===== src/rtl/sky130_fd_io__refgen_ctrl_pkg.sv =====
// Shared types and helpers for the refgen control sequencer.
//   refgen_state_e : sequencer states
//   refgen_cfg_t   : one complete set of refgen select bits
//   uses_vinref    : true when a config routes the reference through VINREF
//   cyc_to_load    : converts a state duration in cycles to a timer load value
//   max_int        : larger of two integers
package sky130_fd_io__refgen_ctrl_pkg;

    typedef enum logic [2:0] {
        OFF     = 3'd0,
        EN_WAIT = 3'd1,
        APPLY   = 3'd2,
        SETTLE  = 3'd3,
        READY   = 3'd4,
        HOLD    = 3'd5
    } refgen_state_e;

    typedef struct packed {
        logic [2:0] voh_sel;
        logic [1:0] vref_sel;
        logic       ibuf_sel;
        logic       vtrip_sel;
        logic       vreg_en;
        logic       dft_refgen;
    } refgen_cfg_t;

    // VINREF is only in the path when the input buffer uses a selected
    // reference and the trip point is not the fixed VTRIP one.
    function automatic logic uses_vinref(input refgen_cfg_t cfg);
        return cfg.ibuf_sel && (cfg.vref_sel != 2'b00) && !cfg.vtrip_sel;
    endfunction

    // The timer is done when it reads 0, so a state of N cycles loads N-1.
    // Durations of 0 and 1 both collapse to a single-cycle state.
    function automatic int cyc_to_load(input int cyc);
        return (cyc <= 1) ? 0 : cyc - 1;
    endfunction

    function automatic int max_int(input int a, input int b);
        return (a > b) ? a : b;
    endfunction

endpackage


===== src/rtl/sky130_fd_io__refgen_ctrl_timer.sv =====
// Loadable down-counter used to time the sequencer states.
//   clk_i      : clock
//   rst_i      : asynchronous reset, active-high
//   load_i     : load load_val_i this cycle (state entry)
//   load_val_i : value to load
//   value_o    : current count
//   done_o     : count has reached 0
module sky130_fd_io__refgen_ctrl_timer #(
    parameter int CNT_W = 16
) (
    input  logic             clk_i,
    input  logic             rst_i,
    input  logic             load_i,
    input  logic [CNT_W-1:0] load_val_i,
    output logic [CNT_W-1:0] value_o,
    output logic             done_o
);

    logic [CNT_W-1:0] cnt_q;

    always_ff @(posedge clk_i or posedge rst_i) begin
        if (rst_i) begin
            cnt_q <= '0;
        end else if (load_i) begin
            cnt_q <= load_val_i;
        end else if (cnt_q != '0) begin
            cnt_q <= cnt_q - 1'b1;
        end
    end

    assign value_o = cnt_q;
    assign done_o  = (cnt_q == '0);

endmodule


===== src/rtl/sky130_fd_io__refgen_ctrl_seq.sv =====
// Core-side sequencer for the refgen I/O cell: powers the cell up, pushes
// configs through its HLD_H_N-transparent latches, waits for VOUTREF/VINREF
// to settle and manages hold-mode entry/exit.
//   CLK, RESET           : clock, asynchronous active-high reset
//   PWR_GOOD, EN_REQ     : rails good / core wants the refgen on
//   HOLD_REQ             : core wants the cell latches frozen
//   CFG_VALID/CFG_READY  : config handshake; a config transfers on a CLK
//                          rise where both are high. CFG_READY is
//                          combinational and does not depend on CFG_VALID.
//   CFG_*                : requested select bits
//   ENABLE_H, ENABLE_VDDA_H, HLD_H_N, VOH_SEL, VREF_SEL, IBUF_SEL,
//   VTRIP_SEL, VREG_EN, DFT_REFGEN : registered cell controls
//   REF_READY            : VOUTREF/VINREF are valid
module sky130_fd_io__refgen_ctrl_seq
    import sky130_fd_io__refgen_ctrl_pkg::*;
#(
    parameter int ENABLE_CYC         = 4,
    parameter int SETUP_CYC          = 2,
    parameter int STARTUP_CYC        = 50,
    parameter int STARTUP_VINREF_CYC = 50,
    parameter int CNT_W              = 16
) (
    input  logic       CLK,
    input  logic       RESET,
    input  logic       PWR_GOOD,
    input  logic       EN_REQ,
    input  logic       HOLD_REQ,
    input  logic       CFG_VALID,
    output logic       CFG_READY,
    input  logic [2:0] CFG_VOH_SEL,
    input  logic [1:0] CFG_VREF_SEL,
    input  logic       CFG_IBUF_SEL,
    input  logic       CFG_VTRIP_SEL,
    input  logic       CFG_VREG_EN,
    input  logic       CFG_DFT_REFGEN,
    output logic       ENABLE_H,
    output logic       ENABLE_VDDA_H,
    output logic       HLD_H_N,
    output logic [2:0] VOH_SEL,
    output logic [1:0] VREF_SEL,
    output logic       IBUF_SEL,
    output logic       VTRIP_SEL,
    output logic       VREG_EN,
    output logic       DFT_REFGEN,
    output logic       REF_READY
);

    localparam int VINREF_SETTLE_CYC = max_int(STARTUP_CYC, STARTUP_VINREF_CYC);

    localparam logic [CNT_W-1:0] ENABLE_LD = CNT_W'(cyc_to_load(ENABLE_CYC));
    localparam logic [CNT_W-1:0] SETUP_LD  = CNT_W'(cyc_to_load(SETUP_CYC));
    localparam logic [CNT_W-1:0] VOUT_LD   = CNT_W'(cyc_to_load(STARTUP_CYC));
    localparam logic [CNT_W-1:0] VIN_LD    = CNT_W'(cyc_to_load(VINREF_SETTLE_CYC));
    localparam logic [CNT_W-1:0] MAX_LD    = CNT_W'(cyc_to_load(
        max_int(max_int(ENABLE_CYC, SETUP_CYC), VINREF_SETTLE_CYC)));

    refgen_state_e    state_q, state_d;
    refgen_cfg_t      shadow_q, shadow_d;
    refgen_cfg_t      sel_q;
    refgen_cfg_t      cfg_in;
    logic             enable_h_q, enable_vdda_h_q, hld_h_n_q, ref_ready_q;
    logic             cfg_ready, cfg_acc;
    logic             tmr_load, tmr_done;
    logic [CNT_W-1:0] tmr_load_val, tmr_value;

    assign cfg_in = refgen_cfg_t'({CFG_VOH_SEL, CFG_VREF_SEL, CFG_IBUF_SEL,
                                   CFG_VTRIP_SEL, CFG_VREG_EN, CFG_DFT_REFGEN});

    // No handshakes while reset is held, and none while hold is requested so
    // a simultaneous config cannot sneak in ahead of the hold.
    assign cfg_ready = !RESET && ((state_q == OFF) || (state_q == READY)) && !HOLD_REQ;
    assign cfg_acc   = CFG_VALID && cfg_ready;
    assign shadow_d  = cfg_acc ? cfg_in : shadow_q;

    sky130_fd_io__refgen_ctrl_timer #(
        .CNT_W (CNT_W)
    ) u_timer (
        .clk_i      (CLK),
        .rst_i      (RESET),
        .load_i     (tmr_load),
        .load_val_i (tmr_load_val),
        .value_o    (tmr_value),
        .done_o     (tmr_done)
    );

    // Next state plus the timer load that goes with entering it.
    always_comb begin
        state_d      = state_q;
        tmr_load     = 1'b0;
        tmr_load_val = '0;
        if ((state_q != OFF) && (!PWR_GOOD || !EN_REQ)) begin
            state_d = OFF;
        end else begin
            unique case (state_q)
                OFF: if (EN_REQ && PWR_GOOD) begin
                    state_d      = EN_WAIT;
                    tmr_load     = 1'b1;
                    tmr_load_val = ENABLE_LD;
                end
                EN_WAIT: if (tmr_done) begin
                    state_d      = APPLY;
                    tmr_load     = 1'b1;
                    tmr_load_val = SETUP_LD;
                end
                APPLY: if (tmr_done) begin
                    // sel_q already holds the applied config at this point.
                    state_d      = SETTLE;
                    tmr_load     = 1'b1;
                    tmr_load_val = uses_vinref(sel_q) ? VIN_LD : VOUT_LD;
                end
                SETTLE: if (tmr_done) begin
                    state_d = READY;
                end
                READY: if (HOLD_REQ) begin
                    state_d = HOLD;
                end else if (cfg_acc) begin
                    state_d      = APPLY;
                    tmr_load     = 1'b1;
                    tmr_load_val = SETUP_LD;
                end
                HOLD: if (!HOLD_REQ) begin
                    state_d = READY;
                end
                default: state_d = OFF;
            endcase
        end
    end

    // Outputs only move on state entry. Selects load on APPLY entry, where
    // HLD_H_N is already high, so they never move with HLD_H_N or under hold.
    always_ff @(posedge CLK or posedge RESET) begin
        if (RESET) begin
            state_q         <= OFF;
            shadow_q        <= '0;
            sel_q           <= '0;
            enable_h_q      <= 1'b0;
            enable_vdda_h_q <= 1'b0;
            hld_h_n_q       <= 1'b0;
            ref_ready_q     <= 1'b0;
        end else begin
            state_q  <= state_d;
            shadow_q <= shadow_d;
            if (state_d != state_q) begin
                unique case (state_d)
                    OFF: begin
                        sel_q           <= '0;
                        enable_h_q      <= 1'b0;
                        enable_vdda_h_q <= 1'b0;
                        hld_h_n_q       <= 1'b0;
                        ref_ready_q     <= 1'b0;
                    end
                    EN_WAIT: begin
                        enable_h_q      <= 1'b1;
                        enable_vdda_h_q <= 1'b1;
                        hld_h_n_q       <= 1'b1;
                    end
                    APPLY: begin
                        sel_q       <= shadow_d;
                        hld_h_n_q   <= 1'b1;
                        ref_ready_q <= 1'b0;
                    end
                    READY: begin
                        hld_h_n_q   <= 1'b1;
                        ref_ready_q <= 1'b1;
                    end
                    HOLD: begin
                        hld_h_n_q <= 1'b0;
                    end
                    default: begin
                    end
                endcase
            end
        end
    end

    // The timer is only ever loaded with one of the state durations.
    assert property (@(posedge CLK) disable iff (RESET) tmr_value <= MAX_LD);

    assign CFG_READY     = cfg_ready;
    assign ENABLE_H      = enable_h_q;
    assign ENABLE_VDDA_H = enable_vdda_h_q;
    assign HLD_H_N       = hld_h_n_q;
    assign VOH_SEL       = sel_q.voh_sel;
    assign VREF_SEL      = sel_q.vref_sel;
    assign IBUF_SEL      = sel_q.ibuf_sel;
    assign VTRIP_SEL     = sel_q.vtrip_sel;
    assign VREG_EN       = sel_q.vreg_en;
    assign DFT_REFGEN    = sel_q.dft_refgen;
    assign REF_READY     = ref_ready_q;

endmodule


===== config.mk =====
export PLATFORM = sky130hd
export DESIGN_NAME = sky130_fd_io__refgen_ctrl_seq
export DESIGN_NICKNAME = d
export VERILOG_FILES = /design/src/rtl/sky130_fd_io__refgen_ctrl_pkg.sv /design/src/rtl/sky130_fd_io__refgen_ctrl_timer.sv /design/src/rtl/sky130_fd_io__refgen_ctrl_seq.sv
export SDC_FILE = /design/constraint.sdc
export NUM_CORES = 1
export LEC_CHECK = 0
export ABC_AREA = 1
export BUFFER_PORTS_ARGS = -buffer_cell sky130_fd_sc_hd__buf_2
export CORE_MARGIN = 5
export CORE_UTILIZATION = 35
export DETAILED_ROUTE_END_ITERATION = 8
export GPL_TIMING_DRIVEN = 0
export SETUP_SLACK_MARGIN = 0.02
export SLEW_MARGIN = 20
export SYNTH_ARGS = -nofsm -noshare
export SYNTH_HDL_FRONTEND = slang
export SYNTH_SLANG_ARGS = --single-unit

===== constraint.sdc =====
create_clock -name CLK -period 2.6 [get_ports CLK]
set_clock_uncertainty 0.05 [all_clocks]
set_input_delay 0.13 -clock CLK [delete_from_list [all_inputs] [get_ports CLK]]
set_output_delay 0.13 -clock CLK [all_outputs]
set_load 0.01 [all_outputs]

======== Word-level counts from Yosys, hierarchy flattened ========
Cells that the tools add are included.
W data, S select, Z words.
word-level totals
  flip-flop bits (word level) ............. 40
  input bits .............................. 15
  output and inout bits ................... 14
  word-level logic and storage cells ...... 86
operators by class
  add/subtract/negate cells ............... 1
  eq/ne operators ......................... 10
  multiplexer cells ....................... 29
  reduce and logical (&&, ||, !) cells .... 29
operator list
  kind                     count
  $mux W16                 2
  $mux W3                  8
  $pmux W6 S4              1
  $pmux W3 S6              1
  $pmux W9 S2              1
  $logic_not A16 Y1        1
  $reduce_bool A16 Y1      1
  $sub A16 B1 Y16 const B  1
  $eq A3 B3 Y1 const B     4
  $mux W6                  2
  $reduce_bool A2 Y1       5
  $eq A3 B2 Y1 const B     3
  $mux W9                  1
  $mux W1                  8
  $reduce_and A2 Y1        4
  $eq A3 B1 Y1 const B     2
  $logic_not A3 Y1         2
  $pmux W1 S2              3
  $reduce_or A2 Y1         3
  $logic_and A1 B1 Y1      5
  $logic_not A1 Y1         4
  $ne A3 B3 Y1             1
  $pmux W1 S3              1
  $reduce_bool A3 Y1       1
  other kinds (3)          4

======== Longest topological paths before layout ========
Gate-level depths: netlist of the first run.
  depth after elaboration ................. 13
  depth in mapped cells ................... 17
  mapped depth without buffers ............ 17

======== Cells and area by module ========
Synthesis of the first run repeated with hierarchy kept, for this count alone.
second synthesis, totals
  cell total of the unflattened synthesis .. 346
  area total of the unflattened synthesis .. 2626.3 um^2
by module, submodules not included
  module                           instances  cells an instance  area an instance (um^2)  seq. area each (um^2)
  sky130_fd_io__refgen_ctrl_seq    1          177                1412.6                   600.6
  sky130_fd_io__refgen_ctrl_timer  1          169                1213.7                   400.4

======== Worst setup path after synthesis of the first run ========
No wires, ideal clock.
  path kind ............................... register to register
  start point ............................. register u_timer.cnt_q[0], in the netlist u_timer.value_o[0]
  end point ............................... register sel_q (netlist bit DFT_REFGEN)
  setup time .............................. 0.117 ns
  data arrival time ....................... 1.739 ns
  data required time ...................... 2.433 ns
  setup slack ............................. 0.694 ns
  cell stages (with the launch flop) ...... 16
  buffers on the path ..................... 0
  period minus slack after synthesis ...... 1.906 ns
  cells stage by stage .................... dfrtp_1 > inv_1 > ha_1 > inv_1 > nor2_1 > nand2_1 > nor2_4 > nand2_4 > a21oi_1 > nand2_2 > nand2_4 > nand2_2 > nand4_4 > nand2_4 > nand2_1 > nand2_1
between the ends
  longest elaborated chain between the ends .. 7
  elaborated cells between the ends (all ways) .. 12
  those cells by class .................... eq/ne (2); mux (6); reduce/logical (4)
RTL lines
  item                                              RTL line                                                                                                          RTL
  start, declared                                   sky130_fd_io__refgen_ctrl_timer.sv:19                                                                             logic [CNT_W-1:0] cnt_q;
  start signal, assigned                            sky130_fd_io__refgen_ctrl_timer.sv:25                                                                             cnt_q <= load_val_i;
  start signal, assigned                            sky130_fd_io__refgen_ctrl_timer.sv:27                                                                             cnt_q <= cnt_q - 1'b1;
  $logic_not A16 Y1 (*)                             sky130_fd_io__refgen_ctrl_timer.sv:32                                                                             assign done_o = (cnt_q == '0);
  $mux W3 (on tied branches)                        sky130_fd_io__refgen_ctrl_seq.sv:111, sky130_fd_io__refgen_ctrl_seq.sv:100, sky130_fd_io__refgen_ctrl_seq.sv:105
  $pmux W3 S6 (*)                                   sky130_fd_io__refgen_ctrl_seq.sv:94                                                                               unique case (state_q)
  $mux W3 (*)                                       sky130_fd_io__refgen_ctrl_seq.sv:91                                                                               if ((state_q != OFF) && (!PWR_GOOD || !EN_REQ)) begin
  $eq A3 B2 Y1 or $logic_not A3 Y1 (tied branches)  sky130_fd_io__refgen_ctrl_seq.sv:144                                                                              unique case (state_d)
  $reduce_bool A2 Y1 (no line)                      n/a
  $reduce_and A2 Y1 (no line)                       n/a
  end signal, assigned                              sky130_fd_io__refgen_ctrl_seq.sv:158                                                                              sel_q <= shadow_d;
  end, declared                                     sky130_fd_io__refgen_ctrl_seq.sv:59                                                                               refgen_cfg_t sel_q;
Every way passes the cells marked *; elsewhere a longest branch is shown, timed or not.
A chain may end at the register's enable or synchronous reset.

======== Worst setup path in the final report of the first run ========
  start point ............................. register u_timer.cnt_q[0], in the netlist u_timer.value_o[0]
  end point ............................... register sel_q (netlist bit VTRIP_SEL)
Same word-level chain as after synthesis.

==> results of run 1 <==
flip-flops by register name, summed over array words and instances (netlist names):
register and flops:
VOH_SEL 3, VREF_SEL 2, u_timer.value_o 16, ENABLE_VDDA_H 1
HLD_H_N 1, IBUF_SEL 1, REF_READY 1, VTRIP_SEL 1
DFT_REFGEN 1, VREG_EN 1, shadow_q 9, state_q 3
power groups by stage:
stage / sequential [mW] / combinational (mW) / clock (mW)
2_1_floorplan: 1.01 / 0.947 / 0
3_3_place_gp: 1.01 / 1.21 / 0
3_5_place_dp: 1.01 / 1.24 / 0
4_1_cts: 1.00 / 1.25 / 0.447
5_1_grt: 1.03 / 1.41 / 0.473
6_report: 0.998 / 1.22 / 0.433
final timing paths:
check                           cells past startpoint                from             endpoint  slack [ns]
worst max-delay path                               15  u_timer.value_o[0]            VTRIP_SEL        0.39
worst min-delay path                                2      CFG_VOH_SEL[0]          shadow_q[6]        0.04
worst max register to register                     15  u_timer.value_o[0]            VTRIP_SEL        0.39
worst min register to register                      2          VOH_SEL[1]           VOH_SEL[1]        0.42
max in group asynchronous                           4               RESET  u_timer.value_o[10]        1.79
min in group asynchronous                           3               RESET   u_timer.value_o[7]        0.28
cells by family after synthesis:
| group | after synthesis | synth area share [%] |
|---|---|---|
| simple gates | 143 | 33.2 |
| xor+xnor | 7 | 2.86 |
| fa+ha+maj | 2 | 1.17 |
| buf+inv | 41 | 7.52 |
| flops | 40 | 46.6 |
| compound gates | 26 | 6.58 |
| mux | 4 | 2.10 |
area by class of cell:
type,count,area [um2]
well taps,75,93.8
inverters,38,145
multi-input cells,182,985
flip-flops and latches,40,1000
clock inverters,1,7.51
plain buffers,3,16.3
fillers,616,3450
clock buffers,7,86.3
repair buffers,30,170
cell usage in the layout, fill, tap and decap left out, types with 2 or more instances in the layout:
master	Yosys	final
nand3_1	22	22
mux2_2	4	4
a21oi_1	6	6
nor2_4	4	4
nor2_1	29	29
nand2_1	63	63
nand2_2	8	8
o21ai_0	13	13
xor2_1	4	4
a211oi_1	2	2
clkbuf_1	1	2
nor4_1	2	2
nand3_2	3	3
nand2_4	4	4
xnor2_1	3	3
o21ai_1	3	3
ha_1	2	2
dfrtp_1	40	40
inv_1	32	31
clkbuf_8	0	6
nor3_1	4	4
buf_2	1	29
inv_2	5	6
metal layers:
metal  wire length, um  part of all wire (%)
met5                 0                     0
met4                68                   1.6
met3               151                   3.5
met2              2140                    49
met1              2010                    46
metrics by stage:
stage | hold slack, ns | instance area, um2 | instances | setup slack (ns)
2_1_floorplan | 0.247 | 2150 | 263 | 0.694
3_3_place_gp | 0.339 | 2380 | 366 | 0.443
3_5_place_dp | 0.0573 | 2400 | 367 | 0.377
4_1_cts | 0.0307 | 2500 | 376 | 0.370
5_1_grt | 0.0332 | 2500 | 376 | 0.162
6_report | 0.0442 | 2500 | 376 | 0.386
==> metrics.txt, run 1 <==
Max Freq 452 MHz; Core Rows 28; Setup Crit Path Kind flop to flop; register share of total power 37.6%; sum of overflow across all layers after global routing 0; antenna fix cells 0; final hold violations 0; aggregate global-route resource usage 13.0%; clock tree from TritonCTS built; clock-pin transition on the worst setup and hold timing paths 0.07 ns; MaxCap Viol Count 0; via-per-instance ratio 4.64; predominant post-synthesis flop cell dfrtp_1; most frequent cell after synthesis nand2_1; most prevalent standard cell on the critical path nand2_1; total clock buffers created by CTS 5; wire length of the first global-routing pass 7.94 mm; Critical Path, Cell by Cell inv_1 > ha_1 > inv_1 > nor2_1 > nand2_1 > nor2_4 > nand2_4 > o21ai_2 > nand2_2 > nand2_1 > nand2_1 > nand4_4 > nand2_4 > nand2_1 > nand2_1; crit path DAT 2.35 ns; capturing element type of the critical path flop; overall die area 7800 um2; Post-synth ARST share 100%; cell area after synthesis 2150 um2; part of the total power dissipated in combinational logic 46.0%; CTS HTree Levels 2; Sw Share 42.8%; net switching power of the design 1.13 mW; Port-buffer cells 28; critical path required time 2.73 ns; Distinct cells, synth 30; met3 usage 3.35%; Longest Clk Path Bufs 2; vertical die dimension 88.3 um; slew at the pin closest to its max-slew limit 0.732 ns; Period minus WS final 2.21 ns; number of clock sinks 40; standard cell core area 5960 um2; wire length after detailed routing 4.37 mm; cell taking the most area after synthesis dfrtp_1; antenna violation net count after detailed routing 0; result of the run completed; post-synth net total 280; CTS Hold Buffers Added 1; post-synthesis cell count 263; tightest slew margin relative to the limit 50.8%; Synth top area share 46.6%; routed len/inst 11.6 um; Critical path buffers and inverters 2; delay of the slowest cell on the worst path 0.36 ns; number of global-route vias before repair 1790; M1 GR Usage 15.5%; Max stage delay cell, worst path dfrtp_1; Most Used Layer, Global Route met2; Worst Hold Class input pin to flop; Initial DRC Count 46; power density cells 1060 nW/um2; fin nets 317; horizontal die dimension 88.3 um; number of synthesis warnings 0; unrepaired setup endpoints after global routing no; internal portion of total power 1.52 mW; Final Max Tran Viols 0; detailed-router iteration count before antenna repair 4; GRT met2 Usage 22.4%; worst skew pair latency 0.29 ns; total negative slack for setup checks 0 ns; sequential share of the synthesized area 46.6%; CP startpoint kind flop; cell types with the largest area share after synthesis dfrtp_1 (47%), nand2_1 (11%), inv_1 (5.6%), nand3_1 (5.1%), nor2_1 (5.1%); Overall Power 2.65 mW; DRC errors left 0; share of final-layout standard cells stronger than drive strength 1 23.9%; area growth from synthesis to layout 16.7%; CP top delay family simple AND/OR/NAND/NOR gates; post-CTS setup buffer count 0; part of the power in the clock network 16.3%; maximum vdd drop 0.000459 V; register bit total from synthesis 40; leakage power total 1.41 nW; count of endpoints failing setup in the final report 0; Starting Density 36.1%; CTS Root Cell clkbuf_8; Synth top cells by count nand2_1 (63), dfrtp_1 (40), inv_1 (32); vias post-DR 1745; post-layout util 42.1%; Post-synth EDFFs 0; Max FO, Critical Path 10; fin crit share 85.1%; largest net degree at the start of global routing 31; HPWL reported at the end of detailed placement 3.33 mm; antenna violations before repair 0; mean instance size in the synthesized netlist 8.16 um2; GPL Wtd Cong 0.775; number of cells upsized or downsized after cts 0; count of pins on the block boundary 29
No activity file was read; power rests on OpenSTA's default activity.
==> run 2, diff against run 1 <==
==> constraint.sdc (replaced) <==
create_clock -name CLK -period 1.9 [get_ports CLK]
set_clock_uncertainty 0.05 [all_clocks]
set_input_delay 0.095 -clock CLK [delete_from_list [all_inputs] [get_ports CLK]]
set_output_delay 0.095 -clock CLK [all_outputs]
set_load 0.01 [all_outputs]
==> metrics.txt, run 2 (synthesis gave the netlist of run 1 again) <==
total clock buffers created by CTS 5 (unchanged); Critical path buffers and inverters 2 (unchanged); standard cell core area 5960 um2 (unchanged); Worst Hold Depth 3 (+1); antenna violation net count after detailed routing 0 (unchanged); Longest Clk Path Bufs 2 (unchanged); net switching power of the design 1.79 mW (+58%); vias post-DR 1893 (+8.5%); Period minus WS final 2.02 ns (-0.198 ns); Port-buffer cells 28 (unchanged); Detail Route met3 WL 208 um (+38%); wire length after detailed routing 5.10 mm (+17%); path length in cells of the critical path 15 (unchanged); delay of the slowest cell on the worst path 0.39 ns (+0.03 ns); commonest non-fill, non-tap cells in the layout nand2_1 (53), dfrtp_1 (39), inv_1 (28), buf_2 (28), nor2_1 (25); number of clock sinks 40 (unchanged); sum of overflow across all layers after global routing 0 (unchanged); via-per-instance ratio 4.71 (+1.5%); power density cells 1420 nW/um2 (+34%); final hold violations 0 (unchanged); Core Rows 28 (unchanged); Setup Crit Path Kind flop to flop; slew at the pin closest to its max-slew limit 0.498 ns (-0.234 ns); top routing layer in use met4; leakage power total 1.56 nW (+11%); violated checks setup timing; most common library cell in the layout ignoring fill and taps nand2_1; Critical Path, Cell by Cell inv_2 > ha_4 > inv_2 > nor2_1 > nand2_1 > nor2_4 > nand2_4 > o21ai_4 > nand2_4 > nand2_2 > nand2_4 > nand4_4 > nand2_4 > nand2_1 > nand2_1; critical path required time 2.04 ns (-0.69 ns); tightest slew margin relative to the limit 66.5% (+16 points); largest net degree at the start of global routing 28 (-9.7%); register share of total power 33.7% (-3.9 points); capturing element type of the critical path flop; DRC errors left 0 (unchanged); clock tree from TritonCTS built; cells on worst reg2reg path 15 (unchanged); routed len/inst 12.7 um (+9.2%); HPWL reported at the end of detailed placement 3.36 mm (+0.92%); count of pins on the block boundary 29 (unchanged); CTS HTree Levels 2 (unchanged); antenna violations before repair 0 (unchanged); Starting Density 36.1% (unchanged); met1 wire length 2.16 mm (+7.8%); clock-pin transition on the worst setup and hold timing paths 0.08 ns (about the same); vertical die dimension 88.3 um (unchanged); area growth from synthesis to layout 34.8%; Worst Hold Class input pin to flop; maximum vdd drop 0.000744 V (+62%); Initial DRC Count 59 (+28%); horizontal die dimension 88.3 um (unchanged); part of the total power dissipated in combinational logic 51.6% (+5.6 points); aggregate global-route resource usage 14.1% (+1.2 points); fin nets 343 (+8.2%); Hold Slack 0.0103 ns (-0.0340 ns); Max stage delay cell, worst path dfrtp_1; unrepaired setup endpoints after global routing yes; GPL Wtd Cong 0.761 (-1.8%); flip-flop count of the largest register, all copies and words added 16 (unchanged); fin crit share 106% (+21 points); Max Freq 496 MHz (+9.8%); Met2 Wirelength 2.64 mm (+23%); MaxCap Viol Count 0 (unchanged); crit path DAT 2.16 ns (-0.19 ns); worst slack after detailed placement -0.226 ns (-0.602 ns); worst skew pair latency 0.30 ns (about the same); CP startpoint kind flop; result of the run complete, but fails checks; Final Max Tran Viols 0 (unchanged); overall die area 7800 um2 (unchanged); least setup slack across all paths after layout -0.116 ns (-0.502 ns); Max FO, Critical Path 5 (-5); internal portion of total power 2.32 mW (+53%); most prevalent standard cell on the critical path nand2_4; count of endpoints failing setup in the final report 11 (+11); CTS Root Cell clkbuf_8; part of the power in the clock network 14.7% (-1.6 points); CP top delay family simple AND/OR/NAND/NOR gates; Sw Share 43.6% (+0.81 points); detailed-router iteration count before antenna repair 4 (unchanged); number of global-route vias before repair 1876 (+4.8%); antenna fix cells 0 (unchanged); share of final-layout standard cells stronger than drive strength 1 36.4% (+12 points); wire length of the first global-routing pass 8.51 mm (+7.2%)
==> run 2: cell count changes in the layout (fill, tap and decap cells not counted), moves of 3 or more <==
| cell | before | now |
|---|---|---|
| nand3_2 | 3 | 7 |
| nand2_1 | 63 | 53 |
| nand3_1 | 22 | 18 |
| nand2_2 | 8 | 12 |
| nor2_1 | 29 | 25 |
| inv_1 | 31 | 28 |
| nand2_4 | 4 | 11 |
| nor2_2 | 0 | 4 |
| o21ai_0 | 13 | 9 |
| o21ai_1 | 3 | 7 |
| dlygate4sd3_1 | 1 | 6 |
| buf_4 | 1 | 17 |
==> run 2: worst min-delay path: stages <==
cell     delay [ns]
buf_2          0.07
o21ai_0        0.10
inv_1          0.06
==> run 2: area by class of cell <==
cell class / instances / area (um2)
fill: 587 / 3060
multi-input combinational: 184 / 1140
sequential: 40 / 1000
timing repair buffer: 54 / 388
inverter: 38 / 153
tap: 75 / 93.8
clock buffer: 7 / 86.3
buffer: 3 / 26.3
clock inverter: 1 / 7.51
==> run 2: per-layer routing <==
metal	track usage [%]	up-vias
li1	-	963
met1	16.6	893
met2	24.1	28
met3	4.75	9
met4	4.81	0
met5	0	-
==> run 2: final timing paths <==
kind | slack [ns] | from | to
min reg2reg | 0.42 | IBUF_SEL | IBUF_SEL
max reg2reg | -0.12 | u_timer.value_o[1] | VOH_SEL[0]
min | 0.01 | CFG_VREF_SEL[1] | shadow_q[5]
max | -0.12 | u_timer.value_o[1] | VOH_SEL[0]
min in group asynchronous | 0.28 | RESET | u_timer.value_o[12]
max in group asynchronous | 1.06 | RESET | state_q[0]
==> run 2: what timing repair did <==
| item | CTS | global route |
|---|---|---|
| resized for setup | 13 | 35 |
| hold endpoints to repair | 17 | 1 |
| cloned | 2 | 1 |
| endpoints found under the setup margin | 24 | 27 |
| buffers inserted | 10 | 9 |
| hold buffers | 5 | 1 |
| pin swaps | 10 | 14 |
==> run 2: power groups by stage <==
| stage | logic (mW) | registers [mW] | clock network, mW |
|---|---|---|---|
| floorplan | 1.30 | 1.38 | 0 |
| global placement | 1.66 | 1.38 | 0 |
| detailed placement | 1.69 | 1.39 | 0 |
| CTS | 1.93 | 1.38 | 0.621 |
| global route | 2.39 | 1.42 | 0.659 |
| finish | 2.12 | 1.38 | 0.604 |
==> run 2: per-stage QoR <==
step | cell area [um2] | std cells | TNS, ns | power (mW) | util [%]
after global routing | 2890 | 402 | -3.52 | 4.48 | 48.6
after global placement | 2380 | 366 | -3.20 | 3.04 | 40.0
final | 2890 | 402 | -1.10 | 4.10 | 48.6
after CTS | 2680 | 391 | -1.17 | 3.93 | 44.9
after floorplan | 2150 | 263 | 0 | 2.68 | -
after detailed placement | 2400 | 367 | -3.74 | 3.08 | 40.3
